[src/rtl/alu_writeback_if.sv]
// rtl/alu_writeback_if.sv - ALU result / register-file write channel bundle
//
// Purpose: groups the two handshake channels of alu_writeback.
//   ALU result channel : in_valid, in_ready, rslt, sc_o, zero, pari,
//                        dest, wr_req, set_c
//   Register-file port : rf_we, rf_waddr, rf_wdata, rf_ready
// Modports:
//   master - the surroundings (ALU and register file) that drive the block
//   slave  - the alu_writeback block itself
interface alu_writeback_if #(
    parameter int DW = 8,
    parameter int AW = 3
);
    logic          in_valid;
    logic          in_ready;
    logic [DW-1:0] rslt;
    logic          sc_o;
    logic          zero;
    logic          pari;
    logic [AW-1:0] dest;
    logic          wr_req;
    logic          set_c;
    logic          rf_we;
    logic [AW-1:0] rf_waddr;
    logic [DW-1:0] rf_wdata;
    logic          rf_ready;

    modport master (
        output in_valid, rslt, sc_o, zero, pari, dest, wr_req, set_c, rf_ready,
        input  in_ready, rf_we, rf_waddr, rf_wdata
    );

    modport slave (
        input  in_valid, rslt, sc_o, zero, pari, dest, wr_req, set_c, rf_ready,
        output in_ready, rf_we, rf_waddr, rf_wdata
    );
endinterface

[src/rtl/alu_writeback.sv]
// rtl/alu_writeback.sv - ALU writeback stage: 2-entry register-write FIFO plus flag registers
//
// Purpose: accepts ALU results, queues register writes in a 2-entry FIFO
// toward the register file, and updates the architectural flags at accept
// time so the next ALU op sees the new carry on the following cycle.
// Ports:
//   clk, reset  - single clock, synchronous active-high reset
//   bus         - alu_writeback_if.slave (ALU result channel + RF write port)
//   carry_q, zero_q, pari_q - architectural flags (carry_q feeds ALU sc_i)
//   retire_cnt  - saturating count of register writes retired
// Optional feature (macro ALU_WB_BYPASS_EN):
//   byp_raddr in, byp_hit / byp_data out - combinational lookup of the
//   youngest pending write to a register.
module alu_writeback #(
    parameter int DW = 8,
    parameter int AW = 3
) (
    input  logic          clk,
    input  logic          reset,
    alu_writeback_if.slave bus,
    output logic          carry_q,
    output logic          zero_q,
    output logic          pari_q,
    output logic [15:0]   retire_cnt
`ifdef ALU_WB_BYPASS_EN
    ,
    input  logic [AW-1:0] byp_raddr,
    output logic          byp_hit,
    output logic [DW-1:0] byp_data
`endif
);

    logic [AW-1:0] addr_mem [2];
    logic [DW-1:0] data_mem [2];
    logic          wr_ptr;
    logic          rd_ptr;
    logic [1:0]    count;

    logic accept;
    logic push;
    logic pop;

    // in_ready depends only on occupancy, never on rf_ready, so a full
    // buffer refuses input even in a cycle where it is being drained.
    assign bus.in_ready = (count != 2'd2);
    assign accept       = bus.in_valid & bus.in_ready;
    assign push         = accept & bus.wr_req;
    assign pop          = bus.rf_we & bus.rf_ready;

    // Head is presented only from stored entries; an empty FIFO reads zero.
    assign bus.rf_we    = (count != 2'd0);
    assign bus.rf_waddr = bus.rf_we ? addr_mem[rd_ptr] : '0;
    assign bus.rf_wdata = bus.rf_we ? data_mem[rd_ptr] : '0;

    // Entry storage carries no reset: contents are only visible through
    // the count-gated head outputs above.
    always_ff @(posedge clk) begin
        if (!reset && push) begin
            addr_mem[wr_ptr] <= bus.dest;
            data_mem[wr_ptr] <= bus.rslt;
        end
    end

    always_ff @(posedge clk) begin
        if (reset) begin
            wr_ptr     <= 1'b0;
            rd_ptr     <= 1'b0;
            count      <= 2'd0;
            carry_q    <= 1'b0;
            zero_q     <= 1'b0;
            pari_q     <= 1'b0;
            retire_cnt <= 16'd0;
        end else begin
            if (push) begin
                wr_ptr <= ~wr_ptr;
            end
            if (pop) begin
                rd_ptr <= ~rd_ptr;
            end
            case ({push, pop})
                2'b10:   count <= count + 2'd1;
                2'b01:   count <= count - 2'd1;
                default: count <= count;
            endcase

            // Flags follow every accepted op, including ones that do not
            // write a register.
            if (accept) begin
                zero_q <= bus.zero;
                pari_q <= bus.pari;
                if (bus.set_c) begin
                    carry_q <= bus.sc_o;
                end
            end

            if (pop && (retire_cnt != 16'hFFFF)) begin
                retire_cnt <= retire_cnt + 16'd1;
            end
        end
    end

`ifdef ALU_WB_BYPASS_EN
    // Youngest entry sits just behind wr_ptr; the other slot is only live
    // when both entries are occupied.
    logic young_idx;
    logic young_hit;
    logic old_hit;

    assign young_idx = ~wr_ptr;
    assign young_hit = (count != 2'd0) && (addr_mem[young_idx] == byp_raddr);
    assign old_hit   = (count == 2'd2) && (addr_mem[wr_ptr] == byp_raddr);

    always_comb begin
        byp_hit  = young_hit | old_hit;
        byp_data = '0;
        if (young_hit) begin
            byp_data = data_mem[young_idx];
        end else if (old_hit) begin
            byp_data = data_mem[wr_ptr];
        end
    end
`endif

endmodule

[src/flat_wrapper.sv]
// flat-port wrapper written by rule: the top's interface ports become plain ports
module alu_writeback_flat 
#(
    parameter int DW = 8,
    parameter int AW = 3
)
  (clk, reset, carry_q, zero_q, pari_q, retire_cnt, bus_in_valid, bus_rslt, bus_sc_o, bus_zero, bus_pari, bus_dest, bus_wr_req, bus_set_c, bus_rf_ready, bus_in_ready, bus_rf_we, bus_rf_waddr, bus_rf_wdata);
  alu_writeback_if #(.DW(DW), .AW(AW)) bus_i ();
  input  logic clk;
  input  logic reset;
  output logic carry_q;
  output logic zero_q;
  output logic pari_q;
  output logic [15:0] retire_cnt;
  input wire logic [$bits(bus_i.in_valid)-1:0] bus_in_valid;
  input wire logic [$bits(bus_i.rslt)-1:0] bus_rslt;
  input wire logic [$bits(bus_i.sc_o)-1:0] bus_sc_o;
  input wire logic [$bits(bus_i.zero)-1:0] bus_zero;
  input wire logic [$bits(bus_i.pari)-1:0] bus_pari;
  input wire logic [$bits(bus_i.dest)-1:0] bus_dest;
  input wire logic [$bits(bus_i.wr_req)-1:0] bus_wr_req;
  input wire logic [$bits(bus_i.set_c)-1:0] bus_set_c;
  input wire logic [$bits(bus_i.rf_ready)-1:0] bus_rf_ready;
  output wire logic [$bits(bus_i.in_ready)-1:0] bus_in_ready;
  output wire logic [$bits(bus_i.rf_we)-1:0] bus_rf_we;
  output wire logic [$bits(bus_i.rf_waddr)-1:0] bus_rf_waddr;
  output wire logic [$bits(bus_i.rf_wdata)-1:0] bus_rf_wdata;
  assign bus_i.in_valid = bus_in_valid;
  assign bus_i.rslt = bus_rslt;
  assign bus_i.sc_o = bus_sc_o;
  assign bus_i.zero = bus_zero;
  assign bus_i.pari = bus_pari;
  assign bus_i.dest = bus_dest;
  assign bus_i.wr_req = bus_wr_req;
  assign bus_i.set_c = bus_set_c;
  assign bus_i.rf_ready = bus_rf_ready;
  assign bus_in_ready = bus_i.in_ready;
  assign bus_rf_we = bus_i.rf_we;
  assign bus_rf_waddr = bus_i.rf_waddr;
  assign bus_rf_wdata = bus_i.rf_wdata;
  alu_writeback #(.DW(DW), .AW(AW)) u_core (.clk(clk), .reset(reset), .bus(bus_i), .carry_q(carry_q), .zero_q(zero_q), .pari_q(pari_q), .retire_cnt(retire_cnt));
endmodule
[config.mk]
export PLATFORM = sky130hd
export DESIGN_NAME = alu_writeback_flat
export DESIGN_NICKNAME = d
export VERILOG_FILES = /design/src/rtl/alu_writeback_if.sv /design/src/rtl/alu_writeback.sv /design/src/flat_wrapper.sv
export SDC_FILE = /design/constraint.sdc
export NUM_CORES = 1
export LEC_CHECK = 0
export CAP_MARGIN = 20
export CORE_MARGIN = 4
export CORE_UTILIZATION = 40
export CTS_BUF_LIST = sky130_fd_sc_hd__clkbuf_8
export CTS_CLUSTER_SIZE = 40
export DETAILED_ROUTE_END_ITERATION = 7
export PLACE_DENSITY = 0.79
export REMOVE_ABC_BUFFERS = 1
export SYNTH_ARGS = -nofsm -noshare
export SYNTH_HDL_FRONTEND = slang
export SYNTH_SLANG_ARGS = --single-unit
[constraint.sdc]
create_clock -name clk -period 2.2 [get_ports clk]
set_input_delay 0.44 -clock clk [delete_from_list [all_inputs] [get_ports clk]]
set_output_delay 0.44 -clock clk [all_outputs]
set_load 0.05 [all_outputs]
-- After elaboration in Yosys (flattened, before gate mapping)
Memories as Yosys holds them, arrays and structs flattened. A register that Yosys moved wholly into a read port is not among the register bits.
Index checks and enable logic that the tools add are counted.
- register bits: 23
- memories kept: 2
- output and inout port bits: 32
- RAM bits: 22
- logic and storage cells: 36
- memories (name ; depth ; bits a word ; read ports ; clocked after memory_dff ; wr ports ; line ; text):
    u_core.data_mem ; 2 ; 8 ; 1 ; 1 ; 1 ; alu_writeback.sv:34 ; logic [DW-1:0] data_mem [2];
    u_core.addr_mem ; 2 ; 3 ; 1 ; 1 ; 1 ; alu_writeback.sv:33 ; logic [AW-1:0] addr_mem [2];
- add/subtract/negate cells: 3
- reduce and logical (&&, ||, !) cells: 6
- equality and inequality tests: 4
- bitwise operators: 5
- muxes and demuxes: 9
- operators by type and width (cell ; number):
    16-bit by 1-bit adder with 16-bit output (second input constant) ; 1
    16-bit inequality test (second input constant) ; 1
    8-bit two-way mux ; 1
    1-bit two-way mux ; 6
    2-bit one-hot mux with 2 select lines ; 1
    2-bit nonzero test ; 2
    1-bit bitwise AND ; 3
    3-bit two-way mux ; 1
    2-bit by 1-bit adder with 2-bit output (second input constant) ; 1
    2-bit by 1-bit == test with 1-bit output (second input constant) ; 1
    2-bit == test (second input constant) ; 1
    1-bit logical AND ; 2
    2-bit inequality test (second input constant) ; 1
    1-bit inverter ; 2
    2-bit AND reduction ; 1
    2-bit by 1-bit subtractor with 2-bit output (second input constant) ; 1
    1-bit logical NOT ; 1

-- Depth between registers and ports, before layout
Gate-level depths: netlist of run 1.
- word-level depth: 6
- gate-level depth with buffers: 7
- depth with buffers taken out: 6

-- Least setup slack after synthesis of run 1
OpenSTA, ideal clock, no wires.
- path type: register -> register
- start point: register u_core.count[0]
- end point: memory u_core.addr_mem[1][0], enable pin
- setup slack: -0.321 ns
- cell stages (with the launch flop): 4
- data required time: 1.804 ns
- setup time: 0.396 ns
- arrival: 2.125 ns
- cells stage by stage: dfxtp_1 -> nand2b_1 -> nand3_1 -> nor3b_1
- word-level cells in the longest chain between the ends: 6
- ends and longest elaborated chain (what ; line ; text):
    from (decl) ; alu_writeback.sv:37 ; logic [1:0] count;
    from (signal assigned) ; alu_writeback.sv:81 ; 2'b10: count <= count + 2'd1;
    from (signal assigned) ; alu_writeback.sv:82 ; 2'b01: count <= count - 2'd1;
    from (signal assigned) ; alu_writeback.sv:83 ; default: count <= count;
    2-bit inequality test ; alu_writeback.sv:45 ; assign bus.in_ready = (count != 2'd2);
    via bus_in_ready ; flat_wrapper.sv:24 ; output wire logic [$bits(bus_i.in_ready)-1:0] bus_in_ready;
    1-bit bitwise AND ; alu_writeback.sv:46 ; assign accept = bus.in_valid & bus.in_ready;
    1-bit bitwise AND ; alu_writeback.sv:47 ; assign push = accept & bus.wr_req;
    1-bit logical AND ; alu_writeback.sv:58 ; if (!reset && push) begin
    1-bit two-way mux ; alu_writeback.sv:58 ;
    1-bit two-way mux (not written as such) ; alu_writeback.sv:59 ; addr_mem[wr_ptr] <= bus.dest;
    to (decl) ; alu_writeback.sv:33 ;
The timed path passes the listed nets, and every way through them passes these cells.

-- Final worst setup path of run 1
- start point: register u_core.retire_cnt[7]
- end point: output retire_cnt[7]
- RTL lines (what ; line ; text):
    from (decl) ; alu_writeback.sv:24 ; output logic [15:0] retire_cnt
    from (signal assigned) ; alu_writeback.sv:97 ; retire_cnt <= retire_cnt + 16'd1;
    to (decl) ; flat_wrapper.sv:14 ; output logic [15:0] retire_cnt;
No word-level cell between the ends.

==> results.json, run 1 <==
{
  "status": "finished, final reports clean",
  "drtAntennaViolNets": 0,
  "holdWs_ps": 463,
  "drive_gt1_share_pct": 17.0,
  "cts_root_buf": "clkbuf_8",
  "powerDensity_nw_per_um2": 988,
  "finalSetupViolations": 0,
  "rsz0062_at_grt": "no",
  "cts_buffers": 5,
  "htreeDepth": 2,
  "critPathBufInv": 1,
  "grt_max_degree": 29,
  "holdBufCountCts": 0,
  "hpwl_mm": 3.13,
  "setup_ws_ps": 79.9,
  "fin_worst_skew_ps": 2.18,
  "drtIter0Drc": 49,
  "crit_fanout": 8,
  "drtPass1Iterations": 4,
  "max_slew_margin_pct": 66.0,
  "place.port_buffers": 51,
  "synth_area_leaders": "edfxtp_1 33%, dfxtp_1 24%, mux2i_1 6.5%, nor2_1 5.1%, a21oi_1 2.8%",
  "start_kind": "flip-flop",
  "die_w_um": 78.5,
  "period_share_pct": 96.4,
  "finalHoldViolations": 0,
  "cp.required_ps": 1760,
  "critPathLaunch": "u_core.retire_cnt[7]",
  "path_cells": "clkdlybuf4s50_1",
  "die-area_um2": 6160,
  "cp_top_family": "buffers and inverters",
  "synth_area_um2": 1990,
  "ys_ff_latch": 46,
  "vias": 1598,
  "synth-main-ff-cell": "dfxtp_1",
  "post-place-ws_ps": -74.0,
  "drv_cap": 0,
  "globalplace.congestion": 0.769,
  "grt_usage_pct": 14.9,
  "layout_commonest_cell": "clkdlybuf4s50_1",
  "path_clk_slew_ps": 80,
  "yosysTopAreaCell": "edfxtp_1",
  "vdd_drop_max_mv": 0.435,
  "cts.sinks": 46,
  "grt_overflow": 0,
  "p_leak_nw": 0.943,
  "synth_edf_count": 22,
  "clk_latency_ps": 290,
  "cts_tree": "yes",
  "core_um2": 4750,
  "synthToLayoutAreaGrowth_pct": 37.2,
  "layout_min_cycle_time_ps": 2120,
  "slowest_delay_ps": 880,
  "end_kind": "output port",
  "critPathSlowestCell": "clkdlybuf4s50_1",
  "tightest_slew_ps": 508,
  "diodes": 0,
  "yosysTopAreaCellShare_pct": 33.2,
  "ioPinCount": 52,
  "yosys_warnings": 0,
  "vias_per_cell": 5.09,
  "mostFrequentLayoutCells": "38 x clkdlybuf4s50_1, 26 x nor2_1, 24 x buf_4",
  "ys_seq_area_share_pct": 57.4,
  "die_h_um": 78.5,
  "fin_nets": 268,
  "drv_slew": 0,
  "drc": 0,
  "wl_per_cell_um": 13.6,
  "critical_path_arrival_ps": 1680,
  "async_flop_share_pct": 0,
  "synth_cells": 184,
  "antenna_found_initial": 0,
  "r2r_start": "u_core.retire_cnt[1]",
  "core.rowCount": 25,
  "min_from": "u_core.pari_q",
  "start_util_pct": 41.8,
  "syn_area_per_cell_um2": 10.8,
  "critPathKind": "reg2out",
  "cts_buffer_depth": 2,
  "hp-class": "reg2reg",
  "max_freq_mhz": 472,
  "grt_pass1_wl_mm": 7.22,
  "ys_types": 38,
  "drt-total-wl_mm": 4.28,
  "first_global_vias": 1541
}
sequential cells by signal, indices dropped and copies added, names as in the netlist, named ones only:
| signal | count |
|---|---|
| u_core.retire_cnt | 16 |
| u_core.rd_ptr | 1 |
| u_core.pari_q | 1 |
| u_core.count | 2 |
| u_core.zero_q | 1 |
| u_core.addr_mem | 6 |
| u_core.wr_ptr | 1 |
| u_core.carry_q | 1 |
| u_core.data_mem | 16 |
layout make-up:
cell class,count,area (um^2)
multi-input combinational,127,797
tap,67,83.8
clock buffer,5,68.8
fill,441,2030
inverter,3,11.3
timing repair buffer,63,581
clock inverter,3,41.3
sequential,46,1140
stage by stage:
stage / TNS, ps / util [%] / power (W) / instances / area, um^2
after global routing: 0 / 57.3 / 0.00283 / 314 / 2730
after detailed placement: -169 / 54.9 / 0.00210 / 306 / 2610
after global placement: -101 / 54.9 / 0.00209 / 306 / 2610
after CTS: 0 / 57.2 / 0.00272 / 314 / 2720
final: 0 / 57.3 / 0.00269 / 314 / 2730
after floorplan: -7880 / - / 0.00174 / 176 / 1950
synth_stat cells (3+ instances only):
cell and instances:
nor2_1 27, dfxtp_1 24, edfxtp_1 22, mux2i_1 13, a21oi_1 11, nand2_1 10, nand3_1 7, nor3_1 6
nand4_1 5, nor4_1 5, o21ai_0 5, mux2_2 4, or3_1 4, clkbuf_1 3, nor2b_1 3, o31ai_1 3
or4_1 3, xor2_1 3
cells by family (layout without fill, tap and decap cells):
logic type | count (synthesis) | after routing | share of synthesized area [%]
AND/OR/NAND/NOR | 78 | 78 | 19.8
XOR/XNOR | 5 | 5 | 2.20
buffers and inverters | 11 | 74 | 2.58
adder cells (fa/ha/maj) | 2 | 2 | 1.26
AO/OA/AOI/OAI | 25 | 25 | 7.93
flip-flops | 46 | 46 | 57.4
multiplexers | 17 | 17 | 8.82
what timing repair did:
action	CTS	global route
setup endpoints to repair	0	6
setup buffers	0	0
resized for setup	0	2
hold endpoints to repair	0	0
report_power, final:
| group | total, W | switching, W | internal [W] |
|---|---|---|---|
| clock network | 0.000609 | 0.000275 | 0.000334 |
| logic | 0.00108 | 0.000708 | 0.000367 |
| registers | 0.00101 | 0.0000499 | 0.000959 |
worst min-delay path: stages, from the launching register on:
cell     delay, ps
dfxtp_1        320
nand2_1         50
a21oi_1         50
per-layer routing:
metal  track usage [%]  up-vias  part of all wire [%]
li1                  -      802                     -
met1              19.8      742                    47
met2              23.2       47                    45
met3              4.47        7                   6.5
met4              4.72        0                   1.5
met5                 0        -                     0
final timing paths:
check | cells past startpoint | end | slack [ps]
worst max-delay path | 1 | retire_cnt[7] | 80
worst max register to register | 5 | u_core.retire_cnt[14] | 210
worst min register to register | 2 | u_core.pari_q | 460
worst min-delay path | 2 | u_core.pari_q | 460
(Power assumes the default switching activity.)
==> run 2, diff against run 1 <==
- CORE_ASPECT_RATIO: not set -> 1.2
- DONT_BUFFER_PORTS: not set -> 1
- PLACE_DENSITY: 0.79 -> 0.65
==> run 2 against run 1 <==
Clock skew up 2.8 ps; largest power group is now sequential cells; utilization down 6.2 points; combinational power down 10%; worst hold slack worse by 260 ps; sequential cell count unchanged; critical path depth up 3; sequential share of layout area up 5.7 points; global-route usage down 1.7 points; cell count down 12%.
==> results.json, run 2 (synthesis results as in run 1) <==
{
  "critical_path_arrival_ps": 2160,
  "grt_max_degree": 31,
  "cts_buffers": 5,
  "end_kind": "flip-flop",
  "die_h_um": 85.2,
  "diodes": 0,
  "path_clk_slew_ps": 80,
  "top_regs": "u_core.data_mem (16), u_core.retire_cnt (16), u_core.addr_mem (6)",
  "globalplace.congestion": 0.821,
  "mostFrequentLayoutCells": "35 x buf_4, 26 x nor2_1, 24 x dfxtp_1",
  "core.rowCount": 27,
  "powerDensity_nw_per_um2": 1090,
  "drv_cap": 0,
  "layout_commonest_cell": "buf_4",
  "grt.met1_usage_pct": 13.7,
  "clk_latency_ps": 290,
  "first_global_vias": 1330,
  "holdBufCountCts": 0,
  "pwr-share-seq_pct": 39.1,
  "period_share_pct": 89.6,
  "vias": 1453,
  "die-area_um2": 6160,
  "drtPass1Iterations": 4,
  "start_kind": "flip-flop",
  "crit_fanout": 11,
  "finalHoldViolations": 0,
  "holdWs_ps": 205,
  "power.share.clock_pct": 23.7,
  "vdd_drop_max_mv": 0.379,
  "grt_pass1_wl_mm": 6.30,
  "synthToLayoutAreaGrowth_pct": 20.7,
  "cts_root_buf": "clkbuf_8",
  "core_um2": 4700,
  "top_usage_layer": "met2",
  "fin_nets": 240,
  "grt_overflow": 0,
  "cp.required_ps": 2390,
  "hp-class": "in2reg",
  "drv_slew": 0,
  "grt_usage_pct": 13.2,
  "drtIter0Drc": 81,
  "die_w_um": 72.3,
  "ioPinCount": 52,
  "switching_share_pct": 38.8,
  "power.internal_w": 0.00159,
  "htreeDepth": 2,
  "wl_per_cell_um": 14.5,
  "p_leak_nw": 0.854,
  "grt_util_met2_pct": 22.9,
  "critPathKind": "reg2reg",
  "max_freq_mhz": 507,
  "place.port_buffers": 0,
  "finalSetupViolations": 0,
  "p_sw_w": 0.00101,
  "drt-total-wl_mm": 4.01,
  "start_util_pct": 42.3,
  "drive_gt1_share_pct": 23.7,
  "fin_worst_skew_ps": 4.98,
  "rsz0062_at_grt": "no",
  "pwr-share-comb_pct": 37.2,
  "antenna_found_initial": 0,
  "met3_usage_pct": 6.16,
  "drc": 0,
  "cts.sinks": 46,
  "cts_tree": "yes",
  "status": "finished, final reports clean",
  "cts_buffer_depth": 2,
  "max_slew_margin_pct": 65.9,
  "total_power_w": 0.00261,
  "hpwl_mm": 2.99,
  "tightest_slew_ps": 511,
  "layout_min_cycle_time_ps": 1970,
  "drtAntennaViolNets": 0,
  "vias_per_cell": 5.25
}
==> run 2: stage by stage <==
step / instance area, um^2 / instances / worst slack [ps] / TNS [ps] / util (%)
6_report: 2400 / 277 / 229 / 0 / 51.1
5_1_grt: 2400 / 277 / 136 / 0 / 51.1
4_1_cts: 2400 / 277 / 81.5 / 0 / 51.0
3_5_place_dp: 2280 / 269 / 251 / 0 / 48.6
3_3_place_gp: 2280 / 269 / 299 / 0 / 48.6
2_1_floorplan: 1950 / 176 / -321 / -7880 / -
==> run 2: path summary, 6_finish.rpt <==
| check | cells after the start | slack [ps] | to | startpoint |
|---|---|---|---|---|
| worst max-delay path | 4 | 230 | u_core.retire_cnt[15] | u_core.count[0] |
| worst min-delay path | 1 | 210 | u_core.retire_cnt[11] | reset |
| worst max register to register | 4 | 230 | u_core.retire_cnt[15] | u_core.count[0] |
| worst min register to register | 2 | 520 | flip-flop | u_core.rd_ptr |
==> run 2: repair_timing <==
action | 4_1_cts | 5_1_grt
gates resized for setup | 0 | 1
setup endpoints to repair | 0 | 10
setup buffers | 0 | 0
endpoints found under the hold margin | 0 | 0
==> run 2: per-layer routing <==
layer	share of wire (%)	wire length [um]
met1	39	1560
met5	0	0
met4	1.3	53
met3	7.8	312
met2	52	2090
==> run 2: layout make-up <==
| type | count | area [um^2] |
|---|---|---|
| Clock buffer | 5 | 68.8 |
| Tap cell | 58 | 72.6 |
| Clock inverter | 3 | 45.0 |
| Sequential cell | 46 | 1140 |
| Fill cell | 459 | 2300 |
| Timing Repair Buffer | 35 | 263 |
| Multi-Input combinational cell | 127 | 797 |
| Inverter | 3 | 11.3 |
==> run 2: power groups by stage <==
stage	clock [W]	combinational (W)	sequential, W
floorplan	0	0.000651	0.00109
global placement	0	0.000968	0.00103
detailed placement	0	0.000978	0.00104
CTS	0.000642	0.000979	0.00102
global route	0.000677	0.00103	0.00102
finish	0.000618	0.000970	0.00102
==> run 2: critical path, stage by stage, from the launching register on <==
cell     delay (ps)
dfxtp_1         450
o21ai_2         180
or3_1           540
nor4_1          330
mux2_2          360
